File: src/rtl/fraction_mac_pkg.sv
// fraction_mac_pkg: FSM state type, channel-width function and sign-extend/saturate helpers shared by fraction_mac and its core
package fraction_mac_pkg;
  localparam int WMAX = 64;
  typedef enum logic {IDLE, MULT} state_t;
  function automatic int ch_bits(input int n);
    return n > 1 ? $clog2(n) : 1;
  endfunction
  function automatic logic signed [WMAX-1:0] sext(input logic [WMAX-1:0] v, input int w);
    return $signed(v << (WMAX - w)) >>> (WMAX - w);
  endfunction
  function automatic logic signed [WMAX-1:0] sat(input logic signed [WMAX-1:0] v, input int w);
    logic signed [WMAX-1:0] hi;
    hi = (WMAX'(1) << (w - 1)) - WMAX'(1);
    return v > hi ? hi : v < -hi - WMAX'(1) ? -hi - WMAX'(1) : v;
  endfunction
endpackage

File: src/rtl/fraction_mac_core.sv
// fraction_mac_core: serial shift-add multiplier, one multiplier bit per clock; in: clock, reset_n, start, multiple, in; out: ready, commit strobe, term = (in*multiple) >>> FRAC_BITS
module fraction_mac_core
  import fraction_mac_pkg::*;
#(
  parameter int DATA_WIDTH = 16,
  parameter int FRAC_BITS = 7
) (
  input  logic                                  clock,
  input  logic                                  reset_n,
  input  logic                                  start,
  input  logic [FRAC_BITS-1:0]                  multiple,
  input  logic signed [DATA_WIDTH-1:0]          in,
  output logic                                  ready,
  output logic                                  commit,
  output logic signed [DATA_WIDTH+FRAC_BITS-1:0] term
);
  localparam int PW = DATA_WIDTH + FRAC_BITS;
  localparam int BW = $clog2(FRAC_BITS + 1);
  state_t state, state_nx;
  logic accept;
  logic [FRAC_BITS-1:0] mult_reg;
  logic [BW-1:0] bit_idx;
  logic signed [DATA_WIDTH-1:0] in_reg;
  logic signed [PW-1:0] product, in_ext, reg_ext;
  always_ff @(posedge clock or negedge reset_n)
    if (!reset_n) state <= IDLE;
    else state <= state_nx;
  always_comb begin
    accept = state == IDLE && start;
    state_nx = accept ? MULT : (state == MULT && mult_reg == '0) ? IDLE : state;
  end
  always_comb begin
    ready = state == IDLE;
    commit = state == MULT && mult_reg == '0;
  end
  assign in_ext = PW'(sext(WMAX'(in), DATA_WIDTH));
  assign reg_ext = PW'(sext(WMAX'(in_reg), DATA_WIDTH));
  assign term = product >>> FRAC_BITS;
  always_ff @(posedge clock or negedge reset_n)
    if (!reset_n) begin
      product <= '0;
      mult_reg <= '0;
      bit_idx <= '0;
      in_reg <= '0;
    end else if (accept) begin
      product <= multiple[0] ? in_ext : '0;
      in_reg <= in;
      mult_reg <= multiple >> 1;
      bit_idx <= BW'(1);
    end else if (state == MULT && mult_reg != '0) begin
      product <= mult_reg[0] ? product + (reg_ext << bit_idx) : product;
      mult_reg <= mult_reg >> 1;
      bit_idx <= bit_idx + BW'(1);
    end
endmodule

File: src/rtl/fraction_mac.sv
// fraction_mac: multi-channel fractional MAC (acc[channel] += in*multiple>>>FRAC_BITS) with start/ready/done handshake, clear_all, rd_channel readback on acc_out; define FRACTION_MAC_SAT_EN to saturate instead of wrap
module fraction_mac
  import fraction_mac_pkg::*;
#(
  parameter int DATA_WIDTH = 16,
  parameter int FRAC_BITS = 7,
  parameter int ACC_WIDTH = 32,
  parameter int NUM_CHANNELS = 4,
  localparam int CH_BITS = ch_bits(NUM_CHANNELS)
) (
  input  logic                         clock,
  input  logic                         reset_n,
  input  logic                         start,
  output logic                         ready,
  input  logic [FRAC_BITS-1:0]         multiple,
  input  logic signed [DATA_WIDTH-1:0] in,
  input  logic [CH_BITS-1:0]           channel,
  input  logic                         clear_all,
  input  logic [CH_BITS-1:0]           rd_channel,
  output logic [ACC_WIDTH-1:0]         acc_out,
  output logic                         done,
  output logic [CH_BITS-1:0]           done_channel
);
  localparam int PW = DATA_WIDTH + FRAC_BITS;
  logic commit;
  logic signed [PW-1:0] term;
  logic [CH_BITS-1:0] ch_reg;
  logic signed [ACC_WIDTH-1:0] acc [NUM_CHANNELS];
  logic signed [ACC_WIDTH-1:0] acc_sel, acc_new;
  fraction_mac_core #(.DATA_WIDTH(DATA_WIDTH), .FRAC_BITS(FRAC_BITS)) u_core (
    .clock(clock),
    .reset_n(reset_n),
    .start(start),
    .multiple(multiple),
    .in(in),
    .ready(ready),
    .commit(commit),
    .term(term)
  );
  always_ff @(posedge clock or negedge reset_n)
    if (!reset_n) ch_reg <= '0;
    else if (ready && start) ch_reg <= channel;
  always_comb begin
    acc_out = '0;
    acc_sel = '0;
    for (int i = 0; i < NUM_CHANNELS; i++) begin
      acc_out = CH_BITS'(i) == rd_channel ? acc[i] : acc_out;
      acc_sel = (CH_BITS'(i) == ch_reg && !clear_all) ? acc[i] : acc_sel;
    end
`ifdef FRACTION_MAC_SAT_EN
    acc_new = ACC_WIDTH'(sat(sext(WMAX'(acc_sel), ACC_WIDTH) + sext(WMAX'(term), PW), ACC_WIDTH));
`else
    acc_new = ACC_WIDTH'(sext(WMAX'(acc_sel), ACC_WIDTH) + sext(WMAX'(term), PW));
`endif
  end
  always_ff @(posedge clock or negedge reset_n)
    if (!reset_n) begin
      done <= 1'b0;
      done_channel <= '0;
      for (int i = 0; i < NUM_CHANNELS; i++) acc[i] <= '0;
    end else begin
      done <= commit;
      done_channel <= commit ? ch_reg : done_channel;
      for (int i = 0; i < NUM_CHANNELS; i++)
        acc[i] <= (commit && CH_BITS'(i) == ch_reg) ? acc_new : clear_all ? '0 : acc[i];
    end
endmodule

File: config.mk
export PLATFORM = sky130hd
export DESIGN_NAME = fraction_mac
export DESIGN_NICKNAME = d
export VERILOG_FILES = /design/src/rtl/fraction_mac_pkg.sv /design/src/rtl/fraction_mac_core.sv /design/src/rtl/fraction_mac.sv
export SDC_FILE = /design/constraint.sdc
export NUM_CORES = 1
export LEC_CHECK = 0
export ABC_AREA = 1
export ABC_CLOCK_PERIOD_IN_PS = 3700
export CAP_MARGIN = 20
export CORE_MARGIN = 4
export CORE_UTILIZATION = 45
export DETAILED_ROUTE_END_ITERATION = 8
export PLACE_DENSITY = 0.66
export SETUP_SLACK_MARGIN = 0.4
export SYNTH_ARGS = -nofsm -noshare
export SYNTH_HDL_FRONTEND = slang
export SYNTH_HIERARCHICAL = 1
export SYNTH_SLANG_ARGS = --single-unit
export TNS_END_PERCENT = 100
File: constraint.sdc
create_clock -name clock -period 3.7 [get_ports clock]
set_input_delay 0.555 -clock clock [delete_from_list [all_inputs] [get_ports clock]]
set_output_delay 0.555 -clock clock [all_outputs]
set_load 0.02 [all_outputs]
==> impl_metrics.py, run 1 <==
metrics = {
    "status": {
        "status": "completed",
    },
    "floorplan": {
        "die_y_um": 180,
        "rows": 62,
        "fp.dieW_um": 180,
        "core_um2": 29000,
        "ios": 67,
        "start_util": 0.461,
        "dieArea_um2": 32600,
    },
    "clocking": {
        "clock_path_buffers": 2,
        "cts_buffers": 17,
        "clk_pin_slew_ns": 0.07,
        "cts_hold_buf": 0,
        "cts.sinks": 182,
        "clock_latency_ns": 0.44,
        "cts_tree": "yes",
        "h-tree-depth": 4,
        "root_buffer": "clkbuf_16",
    },
    "timing": {
        "max_freq_ghz": 0.307,
        "slew_headroom": 0.387,
        "period_needed_ns": 3.26,
        "worst-slew-pin-transition_ns": 0.919,
        "hold_violations": 0,
        "fin_crit_sh": 0.880,
        "worst_slack_ns": 0.444,
        "rsz0062_at_grt": "yes",
        "holdWs_ns": 0.183,
        "fin_skew_ns": 0.00982,
        "tns_ns": 0,
        "finalMaxSlewViolations": 0,
        "final-setup-viol-count": 0,
    },
    "pwr": {
        "power_mw": 16.4,
        "p_per_area_nw_per_um2": 1050,
        "combPwrFrac": 0.697,
        "p_sw_frac": 0.531,
        "clockPowerShare": 0.113,
        "leakage_nw": 8.13,
        "power_frac_seq": 0.190,
        "p_switching_mw": 8.68,
        "ir_worst_vdd_mv": 0.522,
        "p_int_mw": 7.68,
    },
    "critical_path": {
        "crit_top_cell": "clkdlybuf4s50_1",
        "cpMaxStageDelayCell": "clkdlybuf4s50_1",
        "rr_worst_depth": 19,
        "max_stage_delay_ns": 0.68,
        "crit_fanout": 18,
        "cp.required_ns": 3.14,
        "r2r-end": "acc[58]",
        "crit_start": "rd_channel[0]",
        "worstSetupPathType": "input port to output port",
        "endpoint_kind": "output port",
        "critPathLaunchType": "input port",
        "critical_path.endpoint": "acc_out[30]",
        "worstPathArrival_ns": 2.70,
        "r2r_start": "ch_reg[0]",
        "cp_cell_sequence": "clkdlybuf4s50_1, nor2_2, buf_4, a221oi_1, a21oi_1, clkdlybuf4s50_1",
        "r2r_slack_ns": 0.54,
    },
    "synth": {
        "synth.most_common_cell": "nand2_1",
        "synth_area_um2": 13400,
        "ys_types": 49,
        "yosysTopAreaCell": "dfrtp_1",
        "ys_warn_count": 6,
        "synth.top_cells.by_count": "684 x nand2_1, 292 x inv_1, 182 x dfrtp_1",
        "synthFlopType": "dfrtp_1",
        "synthTopCellsByArea": "dfrtp_1 34%, nand2_1 19%, inv_1 8.2%",
        "ys_ff_latch": 182,
        "synthArstFlopShare": 1.00,
        "synth_top_cell_area_share": 0.340,
        "synth_area_per_cell_um2": 6.67,
        "synth_edf_count": 0,
        "syn_inst": 2007,
        "syn-num-nets": 2096,
        "yosysSeqAreaShare": 0.340,
    },
    "cells_and_area": {
        "drive_above_1_share": 0.102,
        "stdcell_count": 2500,
        "areaGrowthSynthToFinish_pct": 16.4,
        "diodes": 0,
        "largest_reg_flops": 128,
        "nNetsFinal": 2193,
    },
    "route": {
        "vias_per_cell": 5.50,
        "wl_per_cell_um": 18.1,
        "vias": 13800,
        "wirelength_mm": 45.2,
        "drt_iter0_drc": 1359,
        "final_antenna_net_count": 0,
        "drtPass1Iterations": 6,
        "drc": 0,
    },
    "grt": {
        "grt_pass1_vias": 13100,
        "grt_antenna_before_repair": 0,
        "grt_max_degree": 95,
        "gr-total-overflow": 0,
        "grt_usage": 0.274,
        "grt_pass1_wl_mm": 71.5,
    },
    "placed_design": {
        "gp_congestion": 0.955,
        "numPortBuffers": 66,
        "pre_cts_ws_ns": -0.0935,
        "dp_cells": 2467,
        "dp_hpwl_mm": 33.4,
    },
    "job": {
        "drv_cap": 0,
    },
    "min_path": {
        "worstHoldPathType": "input port to asynchronous set/reset pin",
    },
}
## repair_timing
action / in CTS / in global routing
gates resized for setup: 4 / 25
pin swaps: 0 / 4
setup endpoints to repair: 54 / 127
buffers inserted: 0 / 2
## layer usage
metal	wire [um]	vias up	global-route usage
met5	0	-	0
met4	1070	0	0.0826
met3	4030	69	0.0533
met2	20400	574	0.432
met1	19700	6455	0.384
li1	-	6659	-
## critical path: cells and delay by family
family	cells	cell delay [ns]
buffers and inverters	3	1.54
AOI/OAI and AO/OA	2	0.40
and+or+nand+nor	1	0.20
## cell families after synthesis
| kind of cell | share of synthesized area |
|---|---|
| AO/OA/AOI/OAI | 0.146 |
| multiplexers | 0.00673 |
| buffers and inverters | 0.121 |
| flip-flops | 0.340 |
| XOR/XNOR | 0.0104 |
| adder cells (fa/ha/maj) | 0.0553 |
| AND/OR/NAND/NOR | 0.320 |
## final cells by class
class / count / area, um^2
clock buffer: 19 / 433
sequential: 182 / 4560
multi-input combinational: 1431 / 7290
inverter: 299 / 1140
timing repair buffer: 173 / 1540
clock inverter: 12 / 144
tap: 384 / 480
fill: 2900 / 13400
## how the worst min path moves through the flow
stage	cells past startpoint	to	start	slack, ns
final	1	acc[33]	reset_n	0.18
after global routing	1	acc[99]	reset_n	0.25
after CTS	1	acc[33]	reset_n	0.22
after detailed placement	2	acc[87]	acc[87]	0.47
after global placement	2	acc[119]	acc[119]	0.46
after floorplan	0	acc[0]	reset_n	0.26
## placed cells by master (no fill, tap or decap), types with 6 or more instances in the layout
| cell type | n |
|---|---|
| nand2_1 | 679 |
| inv_1 | 290 |
| dfrtp_1 | 179 |
| nand3_1 | 148 |
| o21ai_0 | 116 |
| nor2_1 | 113 |
| buf_4 | 101 |
| o22ai_1 | 66 |
| clkdlybuf4s50_1 | 64 |
| a21oi_1 | 62 |
| ha_1 | 55 |
| a221oi_1 | 20 |
| nand4_1 | 19 |
| clkbuf_16 | 17 |
| a31oi_1 | 16 |
| o221ai_1 | 14 |
| nand2_2 | 13 |
| nor2_2 | 12 |
| xnor2_1 | 11 |
| nand3_2 | 10 |
| nand3b_1 | 9 |
| mux2i_1 | 9 |
| o21ai_1 | 8 |
| nor3_1 | 6 |
## through the flow
stage / cell area, um^2 / utilization
after floorplan: 13400 / -
after global placement: 14900 / 0.513
after detailed placement: 14900 / 0.513
after CTS: 15500 / 0.533
after global routing: 15600 / 0.537
final: 15600 / 0.537
## power by group through the flow
| stage | combinational, mW | sequential (mW) | clock (mW) |
|---|---|---|---|
| after floorplan | 7.87 | 2.89 | 0 |
| after global placement | 10.9 | 3.10 | 0 |
| after detailed placement | 11.1 | 3.12 | 0 |
| after CTS | 11.2 | 3.09 | 1.88 |
| after global routing | 12.7 | 3.18 | 1.96 |
| final | 11.4 | 3.11 | 1.85 |
(Power assumes the default switching activity.)
==> inputs of run 2 (changes only) <==
==> constraint.sdc (replaced) <==
create_clock -name clock -period 3.7 [get_ports clock]
set_input_delay 0.37 -clock clock [delete_from_list [all_inputs] [get_ports clock]]
set_output_delay 0.37 -clock clock [all_outputs]
set_load 0.02 [all_outputs]
==> run 2 against run 1 <==
  * Global-route usage barely moved
  * Utilization fell by 0.41 points
  * Critical endpoint is now acc_out[20]
  * Clock power rose by 4%
  * Critical path depth did not move
  * Largest power group unchanged
  * Setup slack improved by 0.016 ns
==> impl_metrics.py, run 2 (synthesized netlist as in run 1, its figures left out) <==
metrics = {
    "clocking": {
        "clk_pin_slew_ns": 0.08,
        "cts.sinks": 182,
        "clock_latency_ns": 0.46,
        "cts_tree": "yes",
        "h-tree-depth": 4,
        "root_buffer": "clkbuf_16",
        "cts_buffers": 17,
        "clock_path_buffers": 2,
    },
    "pwr": {
        "power_frac_seq": 0.192,
        "p_per_area_nw_per_um2": 1050,
        "p_int_mw": 7.41,
        "ir_worst_vdd_mv": 0.563,
        "power_mw": 16.2,
        "p_switching_mw": 8.81,
        "leakage_nw": 7.99,
        "p_sw_frac": 0.543,
        "combPwrFrac": 0.690,
        "clockPowerShare": 0.118,
    },
    "timing": {
        "finalMaxSlewViolations": 0,
        "fin_skew_ns": 0.0148,
        "max_freq_ghz": 0.309,
        "rsz0062_at_grt": "yes",
        "fin_crit_sh": 0.876,
        "worst-slew-pin-transition_ns": 0.819,
        "final-setup-viol-count": 0,
        "slew_headroom": 0.454,
        "period_needed_ns": 3.24,
        "holdWs_ns": 0.395,
        "hold_violations": 0,
    },
    "grt": {
        "grt_max_degree": 90,
        "grt_pass1_vias": 13300,
        "grt_util_met2": 0.441,
        "gr-total-overflow": 0,
        "met1_usage": 0.362,
        "grt_pass1_wl_mm": 71.4,
        "grt-busiest-layer": "met2",
        "grtUsageMet3": 0.0634,
        "grt_antenna_before_repair": 0,
        "grt_usage": 0.274,
    },
    "critical_path": {
        "endpoint_kind": "output port",
        "worstPathArrival_ns": 2.87,
        "critPathLaunchType": "input port",
        "worstSetupPathType": "input port to output port",
        "cp.required_ns": 3.33,
        "rr_worst_depth": 17,
        "crit_fanout": 14,
    },
    "route": {
        "wl_per_cell_um": 18.4,
        "drtPass1Iterations": 5,
        "final_antenna_net_count": 0,
        "vias_per_cell": 5.54,
        "vias": 13700,
        "wirelength_mm": 45.3,
        "drc": 0,
        "drt_iter0_drc": 1463,
    },
    "cells_and_area": {
        "largest_reg_flops": 128,
        "drive_above_1_share": 0.0993,
        "final_common_cell": "nand2_1",
        "most-common-layout-cells": "673 x nand2_1, 290 x inv_1, 181 x dfrtp_1",
        "fin_util": 0.533,
        "areaGrowthSynthToFinish_pct": 15.5,
        "nNetsFinal": 2161,
        "diodes": 0,
        "design_area_um2": 15500,
        "stdcell_count": 2469,
    },
    "placed_design": {
        "placed_cell_area_um2": 14500,
        "numPortBuffers": 66,
        "dp_cells": 2420,
        "dp_hpwl_mm": 33.5,
        "gp_congestion": 0.972,
    },
    "floorplan": {
        "fp.dieW_um": 180,
        "core_um2": 29000,
        "dieArea_um2": 32600,
        "die_y_um": 180,
        "rows": 62,
        "ios": 67,
        "start_util": 0.461,
    },
    "job": {
        "drv_cap": 0,
    },
    "status": {
        "status": "completed",
    },
    "min_path": {
        "worstHoldPathType": "input port to asynchronous set/reset pin",
    },
}
-- run 2: worst paths after layout --
check	slack (ns)	endpoint	startpoint
min in group clock	0.49	acc[119]	acc[119]
setup reg to reg	0.53	acc[126]	ch_reg[0]
setup / recovery	0.46	acc_out[20]	rd_channel[0]
hold reg to reg	0.49	acc[119]	acc[119]
hold / removal	0.40	acc[33]	reset_n
max in group asynchronous	2.28	acc[95]	reset_n
-- run 2: critical path, stage by stage --
cell             delay [ns]
clkdlybuf4s50_1        0.69
nand2_1                0.54
o22ai_1                0.35
a21oi_1                0.06
o21ai_0                0.17
clkdlybuf4s50_1        0.68
-- run 2: cell type report --
cell class | instances | area [um^2]
Tap cell | 384 | 480
Fill cell | 2855 | 13600
Clock inverter | 13 | 160
Inverter | 299 | 1140
Multi-Input combinational cell | 1431 | 7400
Clock buffer | 19 | 453
Sequential cell | 182 | 4560
Timing Repair Buffer | 140 | 1270
Timing Repair inverter | 1 | 5.00
-- run 2: what timing repair did --
item | 4_1_cts | 5_1_grt
buffers inserted | 0 | 15
hold buffers | 1 | 0
pin swaps | 0 | 12
hold endpoints to repair | 40 | 0
gates cloned | 0 | 1
gates resized for setup | 1 | 54
setup endpoints to repair | 4 | 107
-- run 2: through the flow --
stage | setup TNS [ns] | setup slack, ns
floorplan | 0 | 1.00
global placement | 0 | 0.0410
detailed placement | -0.0371 | -0.0371
CTS | 0 | 0.426
global route | 0 | 0.362
finish | 0 | 0.460
-- run 2: power groups by stage --
stage | combinational, mW | sequential [mW] | clock, mW
after floorplan | 7.87 | 2.89 | 0
after global placement | 10.5 | 3.12 | 0
after detailed placement | 10.6 | 3.12 | 0
after CTS | 10.7 | 3.09 | 1.94
after global routing | 12.5 | 3.18 | 2.02
final | 11.2 | 3.11 | 1.92
-- run 2: metal layers --
layer,routed length (um),share of wire,vias up
met4,1520,0.034,0
li1,-,-,6603
met2,20700,0.46,565
met1,19300,0.43,6399
met3,3840,0.085,106
met5,0,0,-
==> inputs of run 3 (changes only) <==
--- a/config.mk
+++ b/config.mk
@@ -6,7 +6,7 @@
 export NUM_CORES = 1
 export LEC_CHECK = 0
 export ABC_AREA = 1
-export ABC_CLOCK_PERIOD_IN_PS = 3700
+export ABC_CLOCK_PERIOD_IN_PS = 4200
 export CAP_MARGIN = 20
 export CORE_MARGIN = 4
 export CORE_UTILIZATION = 45
==> constraint.sdc (replaced) <==
create_clock -name clock -period 4.2 [get_ports clock]
set_input_delay 0.42 -clock clock [delete_from_list [all_inputs] [get_ports clock]]
set_output_delay 0.42 -clock clock [all_outputs]
set_load 0.02 [all_outputs]
==> run 3 against run 2 <==
  * First-iteration DRC count increased by 9.2%
  * Clock skew decreased by 0.00087 ns
  * Sequential share of layout area increased by 0.87 points
  * Non-clock buffer count decreased by 32
  * Sequential power decreased by 12%
  * Largest power group unchanged
  * Setup slack improved by 0.18 ns
  * Global-route usage decreased by 0.43 points
  * Critical path depth increased by 10
  * The flow now finishes with violations (hold timing)
==> impl_metrics.py, run 3 (synthesized netlist as in run 1, its figures left out) <==
metrics = {
    "status": {
        "status": "finished, violations left",
        "violations": "hold timing",
    },
    "timing": {
        "period_needed_ns": 3.56,
        "tns_ns": 0,
        "finalMaxSlewViolations": 0,
        "slew_headroom": 0.388,
        "rsz0062_at_grt": "no",
        "fin_crit_sh": 0.846,
        "hold_violations": 1,
        "worst-slew-pin-transition_ns": 0.918,
        "max_freq_ghz": 0.281,
        "fin_skew_ns": 0.0139,
        "holdWs_ns": -0.00147,
        "final-setup-viol-count": 0,
    },
    "route": {
        "drt_iter0_drc": 1597,
        "vias_per_cell": 5.56,
        "drc": 0,
        "vias": 13500,
        "drtPass1Iterations": 6,
        "final_antenna_net_count": 0,
        "wl_per_cell_um": 18.2,
        "wirelength_mm": 44.4,
    },
    "cells_and_area": {
        "nNetsFinal": 2128,
        "largest_reg_flops": 128,
        "diodes": 0,
        "most-common-layout-cells": "684 x nand2_1, 291 x inv_1, 182 x dfrtp_1",
        "final_common_cell": "nand2_1",
        "fillers": 2918,
        "areaGrowthSynthToFinish_pct": 12.1,
        "drive_above_1_share": 0.0643,
    },
    "critical_path": {
        "critPathLaunchType": "flip-flop",
        "crit_fanout": 9,
        "endpoint_kind": "flip-flop",
        "cp_cell_sequence": "inv_2, nor2_2, nand2_1, inv_1, buf_4, a221oi_1, nor2_1, ha_1, nand2_1, inv_1, a21oi_1, nand3_1, buf_4, or2_1, nand3_1, o21ai_0",
        "cpMaxStageDelayCell": "dfrtp_1",
        "max_stage_delay_ns": 0.43,
        "cp.required_ns": 4.49,
        "worstPathArrival_ns": 3.85,
        "worstSetupPathType": "flip-flop to flip-flop",
    },
    "floorplan": {
        "fp.dieW_um": 180,
        "core_um2": 29000,
        "ios": 67,
        "die_y_um": 180,
        "dieArea_um2": 32600,
        "rows": 62,
        "start_util": 0.461,
    },
    "clocking": {
        "cts_buffers": 17,
        "clock_path_buffers": 2,
        "clock_latency_ns": 0.45,
        "cts_hold_buf": 0,
        "root_buffer": "clkbuf_16",
        "cts_setup_buffers": 0,
        "cts_resized": 0,
        "cts.sinks": 182,
        "clk_pin_slew_ns": 0.07,
        "h-tree-depth": 4,
        "cts_tree": "yes",
    },
    "placed_design": {
        "gp_congestion": 1.02,
        "numPortBuffers": 66,
        "dp_hpwl_mm": 32.4,
    },
    "grt": {
        "grt_antenna_before_repair": 0,
        "gr-total-overflow": 0,
        "grt_pass1_vias": 13000,
        "grt_usage": 0.270,
        "grt_pass1_wl_mm": 70.3,
        "grt_max_degree": 97,
    },
    "pwr": {
        "ir_worst_vdd_mv": 0.546,
        "leakage_nw": 7.78,
        "p_per_area_nw_per_um2": 921,
    },
    "job": {
        "drv_cap": 0,
    },
    "min_path": {
        "worstHoldPathType": "input port to asynchronous set/reset pin",
    },
}
[run 3: cell count changes in the layout (fill, tap and decap cells not counted), sizes merged]
cell and change:
dlygate4sd3 -1, clkinvlp +2, buf -31, bufinv +1
clkinv -3, clkbuf -1
[run 3: worst max-delay path: cells and delay by family (launching register included)]
| kind | cells | cell delay (ns) |
|---|---|---|
| simple gates | 7 | 1.25 |
| fa+ha+maj | 1 | 0.36 |
| buf+inv | 5 | 0.74 |
| flops | 1 | 0.43 |
| compound gates | 3 | 0.63 |
[run 3: final timing paths]
path | from | to | slack [ns] | depth (start not counted)
max | ch_reg[0] | acc[76] | 0.64 | 16
min | reset_n | acc[97] | -0.001 | 1
max reg2reg | ch_reg[0] | acc[76] | 0.64 | 16
min in group clock | acc[87] | acc[87] | 0.48 | 2
max in group asynchronous | reset_n | acc[124] | 3.23 | 2
min reg2reg | acc[87] | acc[87] | 0.48 | 2
[run 3: metal layers]
metal	GRT usage	share of wire
met4	0.0805	0.025
met2	0.428	0.45
met3	0.0529	0.085
met1	0.375	0.44
met5	0	0
[run 3: area by class of cell]
cell class | instances | area, um^2 | share of cell area
Clock buffer | 18 | 429 | 0.0286
Clock inverter | 14 | 171 | 0.0114
Inverter | 299 | 1130 | 0.0755
Multi-Input combinational cell | 1431 | 7220 | 0.481
Sequential cell | 182 | 4550 | 0.303
Tap cell | 384 | 480 | 0.0320
Timing Repair Buffer | 108 | 1020 | 0.0680
[run 3: power breakdown]
part | total (mW) | switching (mW) | internal [mW] | leakage, nW
registers | 2.75 | 0.504 | 2.24 | 2.42
logic | 9.40 | 6.22 | 3.18 | 5.08
clock network | 1.67 | 0.777 | 0.896 | 0.281
[run 3: through the flow]
stage / area [um^2] / instances / utilization / total power [mW] / setup WS, ns
6_report: 15000 / 2436 / 0.517 / 13.8 / 0.645
3_3_place_gp: 14400 / 2404 / 0.496 / 11.8 / 0.234
3_5_place_dp: 14400 / 2404 / 0.496 / 12.0 / 0.197
5_1_grt: 15000 / 2436 / 0.517 / 15.1 / 0.451
4_1_cts: 15000 / 2436 / 0.517 / 13.7 / 0.622
2_1_floorplan: 13400 / 2007 / - / 9.48 / 1.45
==> variant 1 (flow settings as in run 2) <==
Reset style: synchronous (`reset_n`), changed in 4 clocked blocks.
--- a/src/rtl/fraction_mac_core.sv
+++ b/src/rtl/fraction_mac_core.sv
@@ -22,7 +22,7 @@
   logic [BW-1:0] bit_idx;
   logic signed [DATA_WIDTH-1:0] in_reg;
   logic signed [PW-1:0] product, in_ext, reg_ext;
-  always_ff @(posedge clock or negedge reset_n)
+  always_ff @(posedge clock)
     if (!reset_n) state <= IDLE;
     else state <= state_nx;
   always_comb begin
@@ -36,7 +36,7 @@
   assign in_ext = PW'(sext(WMAX'(in), DATA_WIDTH));
   assign reg_ext = PW'(sext(WMAX'(in_reg), DATA_WIDTH));
   assign term = product >>> FRAC_BITS;
-  always_ff @(posedge clock or negedge reset_n)
+  always_ff @(posedge clock)
     if (!reset_n) begin
       product <= '0;
       mult_reg <= '0;
--- a/src/rtl/fraction_mac.sv
+++ b/src/rtl/fraction_mac.sv
@@ -37,7 +37,7 @@
     .commit(commit),
     .term(term)
   );
-  always_ff @(posedge clock or negedge reset_n)
+  always_ff @(posedge clock)
     if (!reset_n) ch_reg <= '0;
     else if (ready && start) ch_reg <= channel;
   always_comb begin
@@ -53,7 +53,7 @@
     acc_new = ACC_WIDTH'(sext(WMAX'(acc_sel), ACC_WIDTH) + sext(WMAX'(term), PW));
 `endif
   end
-  always_ff @(posedge clock or negedge reset_n)
+  always_ff @(posedge clock)
     if (!reset_n) begin
       done <= 1'b0;
       done_channel <= '0;
Behaviour: differs if reset_n is asserted again (counterexample within 4 cycles, from zero or initial values and one cycle with reset_n low); with reset_n held inactive, the same outputs for 4 cycles.
==> variant 1 against run 2 <==
Design area shrank 5.4%; sequential cell count is the same; synthesized cell count grew 5.5%; area after synthesis shrank 4.0%; worst setup slack gained 0.044 ns; cell count grew 2.8%; wire length shrank 3.2%; first-iteration DRC count shrank 12%.
Power is not compared: it rests on default switching activity, and its combinational part moved more than twofold at a synthesized area within 25%.
==> variant 1: results (changes against run 2) <==
* Multi-input gates at 1539 (was 1431)
* Async set-reset flop share out of synthesis at 0 (was 1.00)
* Non-clk bufs at 117 (was 140)
* Vias per std cell at 5.54 (about the same)
* Placed insts at 2502 (was 2420)
* Beginning of the critical path: ch_reg[1]$_SDFFE_PN0P_ (was rd_channel[0])
* CP Capture Point: acc[3][9]$_SDFFE_PN0P_ (was acc_out[20])
* Vias in the first global route at 12800 (was 13300)
* Placer Congestion at 1.03 (was 0.972)
* First-pass GRT wire length at 68400 µm (was 71400 µm)
* Place WS at 0.0828 ns (was -0.0371 ns)
* Outcome: complete, no violations (unchanged)
* Largest net degree at the start of global routing at 70 (was 90)
* Global Route Usage Sum at 0.274 (about the same)
* Yosys cell types at 50 (was 49)
* ClkCell Share at 0.0394 (was 0.0397)
* Synth-to-Final Area Change at 13.8% (was 15.5%)
* Period utilization at 0.864 (was 0.876)
* Seq. cell area at 3650 µm² (was 4560 µm²)
* Share of cells above drive strength 1 at 0.0732 (was 0.0993)
* Post-route cell area at 14600 µm² (was 15500 µm²)
* Final WL at 43900 µm (was 45300 µm)
* Iteration-0 DRC Markers at 1291 (was 1463)
* CP max stage cell: dfxtp_4 (was clkdlybuf4s50_1)
* Syn_nets at 2206 (was 2096)
* FF-to-FF setup slack at 0.50 ns (was 0.53 ns)
* Min-Delay Path Class: reg -> reg (was in -> async)
* Post-DP Area at 13900 µm² (was 14500 µm²)
* Worst path max stage delay at 0.43 ns (was 0.69 ns)
* HPWL Detailed at 31900 µm (was 33500 µm)
* Routed len/inst at 17.3 µm (was 18.4 µm)
* Inverter count at 289 (was 300)
* Top cells by count, synth: nand2_1 (728), inv_1 (274), a21oi_1 (202) (was nand2_1 (684), inv_1 (292), dfrtp_1 (182))
* Non-clk buf share at 0.0764 (was 0.0821)
* Multi-input combinational area share at 0.527 (was 0.478)
* First drt pass iteration count at 6 (was 5)
* Worst Path Arrival at 3.56 ns (was 2.87 ns)
* CLK BUF at 18 (was 19)
* Skew final at 0.0197 ns (was 0.0148 ns)
* Number of fill cells at 2874 (was 2855)
* Seq/Total Area, Yosys at 0.283 (was 0.340)
* Relative slew margins at 0.389 (was 0.454)
* Worst Reg-to-Reg Cells at 16 (was 17)
* Hold WS at 0.465 ns (was 0.395 ns)
variant 1: cells by family (layout without fill, tap and decap cells):
| kind of cell | after synthesis | in the layout | share of synthesized area |
|---|---|---|---|
| flip-flops | 182 | 182 | 0.283 |
| XOR/XNOR | 15 | 15 | 0.0108 |
| multiplexers | 9 | 9 | 0.00701 |
| AND/OR/NAND/NOR | 1042 | 1042 | 0.334 |
| AO/OA/AOI/OAI | 415 | 415 | 0.181 |
| adder cells (fa/ha/maj) | 58 | 58 | 0.0576 |
| buffers and inverters | 396 | 438 | 0.126 |
variant 1: layer usage:
| metal | vias up | GRT usage | share of wire |
|---|---|---|---|
| li1 | 6886 | - | - |
| met3 | 101 | 0.0380 | 0.082 |
| met4 | 0 | 0.101 | 0.033 |
| met2 | 650 | 0.449 | 0.46 |
| met1 | 6417 | 0.370 | 0.43 |
| met5 | - | 0 | 0 |
variant 1: worst min-delay path: stages (launching register included):
cell and delay (ns):
dfxtp_1 0.31, nand2_1 0.06, a21oi_1 0.05
==> variant 2 (settings of run 2) <==
Made on the original files. Set the parameter `NUM_CHANNELS` to 8 (it was 4).
--- a/src/rtl/fraction_mac.sv
+++ b/src/rtl/fraction_mac.sv
@@ -5,7 +5,7 @@
   parameter int DATA_WIDTH = 16,
   parameter int FRAC_BITS = 7,
   parameter int ACC_WIDTH = 32,
-  parameter int NUM_CHANNELS = 4,
+  parameter int NUM_CHANNELS = 8,
   localparam int CH_BITS = ch_bits(NUM_CHANNELS)
 ) (
   input  logic                         clock,
Interface: changed (resized channel, done_channel and rd_channel); port bits go from 67 to 70. No check against the original RTL was run, so the function may have changed too.
==> variant 2 against run 2 <==
Power increased by 57%; combinational power increased by 53%; wire length increased by 58%; clock power increased by 93%; global-route usage increased by 2.0 points; cell count increased by 40%; hold slack got worse by 0.00066 ns; utilization increased by 5.4 points; largest cell class unchanged; sequential cell count increased by 130; via count increased by 47%; worst setup slack got worse by 0.40 ns; area after synthesis increased by 45%; critical path type is now reg -> reg; design area increased by 61%; critical endpoint is now acc[9]$_DFFE_PN0P_.
==> variant 2: results (changes against run 2) <==
* Share of cells above drive strength 1 at 0.206 (was 0.0993)
* Port bufs at 69 (was 66)
* Max FO, Critical Path at 8 (was 14)
* First-pass GRT wire length at 109000 µm (was 71400 µm)
* Global Route Usage Sum at 0.294 (was 0.274)
* Vias per std cell at 5.83 (was 5.54)
* Syn_nets at 2740 (was 2096)
* Skew final at 0.0180 ns (was 0.0148 ns)
* Placed insts at 3354 (was 2420)
* Max H-tree Level at 2 (was 4)
* HPWL Detailed at 50900 µm (was 33500 µm)
* VDD IR max at 0.926 mV (was 0.563 mV)
* Vias in the first global route at 18900 (was 13300)
* Seq/Total Area, Yosys at 0.402 (was 0.340)
* Place WS at -0.640 ns (was -0.0371 ns)
* Min-Delay Path Class: in -> reg (was in -> async)
* Top cells by count, synth: nand2_1 (638), inv_1 (319), dfrtp_1 (312) (was nand2_1 (684), inv_1 (292), dfrtp_1 (182))
* Outcome: complete, no violations (unchanged)
* Largest register FFs at 256 (was 128)
* Relative slew margins at 0.173 (was 0.454)
* Top post-synthesis cells by area: dfrtp_1 (40%), nand2_1 (12%), inv_1 (6.2%) (was dfrtp_1 (34%), nand2_1 (19%), inv_1 (8.2%))
* Yosys cell types at 58 (was 49)
* Post-DP Area at 22000 µm² (was 14500 µm²)
* Syn Inst Count at 2649 (was 2007)
* Routed len/inst at 20.8 µm (was 18.4 µm)
* Number of fill cells at 3823 (was 2855)
* Worst Path Arrival at 4.04 ns (was 2.87 ns)
* Iteration-0 DRC Markers at 2396 (was 1463)
* CTS clk-pin slew, worst paths at 0.06 ns (was 0.08 ns)
* Leak pwr at 11.3 nW (was 7.99 nW)
* Layout Cells excl Fill at 3446 (was 2469)
* Fin nets at 2932 (was 2161)
* CTS Buffer Depth at 3 (was 2)
* Worst path max stage delay at 0.49 ns (was 0.69 ns)
* CP max stage cell: dfrtp_2 (was clkdlybuf4s50_1)
* Critical path's top delay family: compound AO/OA/AOI/OAI gates (was buffers and inverters)
* CTS buffer count at 37 (was 17)
* First drt pass iteration count at 6 (was 5)
* Placer Congestion at 0.985 (was 0.972)
==> variant 2: cell count changes in the layout (fill, tap and decap cells not counted), moves of 26 or more <==
cell     delta
a21oi_2    +42
a21oi_1    +71
nor3_2     +27
o21ai_1    +48
o21ai_0    +54
buf_4     +105
dfrtp_1   +128
nand2_1    -70
nor2_1     +34
buf_12     +26
nand3_1    +33
o22ai_1    +59
==> variant 2: cell type report <==
cell class / instances / area, µm² / share of cell area
flip-flops and latches: 312 / 7810 / 0.314
inverters: 340 / 1290 / 0.0521
repair buffers: 288 / 2790 / 0.112
clock inverters: 13 / 113 / 0.00453
multi-input cells: 1862 / 11000 / 0.443
clock buffers: 54 / 1100 / 0.0443
well taps: 577 / 722 / 0.0291
==> variant 2: cell families after synthesis <==
logic type                 synth area share
muxes                               0.00464
AOI/OAI and AO/OA                     0.198
adders and majority gates            0.0381
DFF                                   0.402
and+or+nand+nor                       0.249
buffers and inverters                0.0998
xor gates and xnor gates            0.00844
==> variant 2: repair_timing <==
item                                   4_1_cts  5_1_grt
resized for setup                          108      234
cloned                                       0        2
buffers inserted                             4       18
hold buffers                                 1        0
setup endpoints to repair                  244      281
pin swaps                                   23       80
endpoints found under the hold margin       86        0
==> variant 2: worst paths after layout <==
kind	cells past startpoint	from	slack [ns]	end
setup / recovery	20	ch_reg[1]$_DFFE_PN0P_	0.06	acc[9]$_DFFE_PN0P_
hold / removal	3	multiple[6]	0.39	u_core/mult_reg[5]$_DFFE_PN0P_
setup reg to reg	20	ch_reg[1]$_DFFE_PN0P_	0.06	acc[9]$_DFFE_PN0P_
hold reg to reg	2	done_channel[2]$_DFFE_PN0P_	0.48	done_channel[2]$_DFFE_PN0P_
max in group asynchronous	3	reset_n	2.20	acc[57]$_DFFE_PN0P_
min in group asynchronous	2	reset_n	0.40	u_core/product[1]$_DFFE_PN0P_
==> variant 2: report_power, final <==
group / total (mW) / switching [mW] / internal [mW] / leakage (nW)
Combinational: 17.1 / 10.3 / 6.73 / 6.48
Clock: 3.70 / 1.56 / 2.15 / 0.606
Sequential: 4.65 / 0.630 / 4.02 / 4.23
Total: 25.4 / 12.5 / 12.9 / 11.3
==> variant 2: tightest hold or removal path, delay by kind of cell <==
family	cells	cell delay, ns
buffers and inverters	1	0.40
AO/OA/AOI/OAI	1	0.07
AND/OR/NAND/NOR	1	0.06
==> variant 2: routing by layer <==
layer,up-vias,share of wire,global-route usage
met5,-,0,0
met4,0,0.033,0.0973
met3,155,0.087,0.0541
met2,966,0.45,0.457
met1,9651,0.43,0.417
li1,9304,-,-
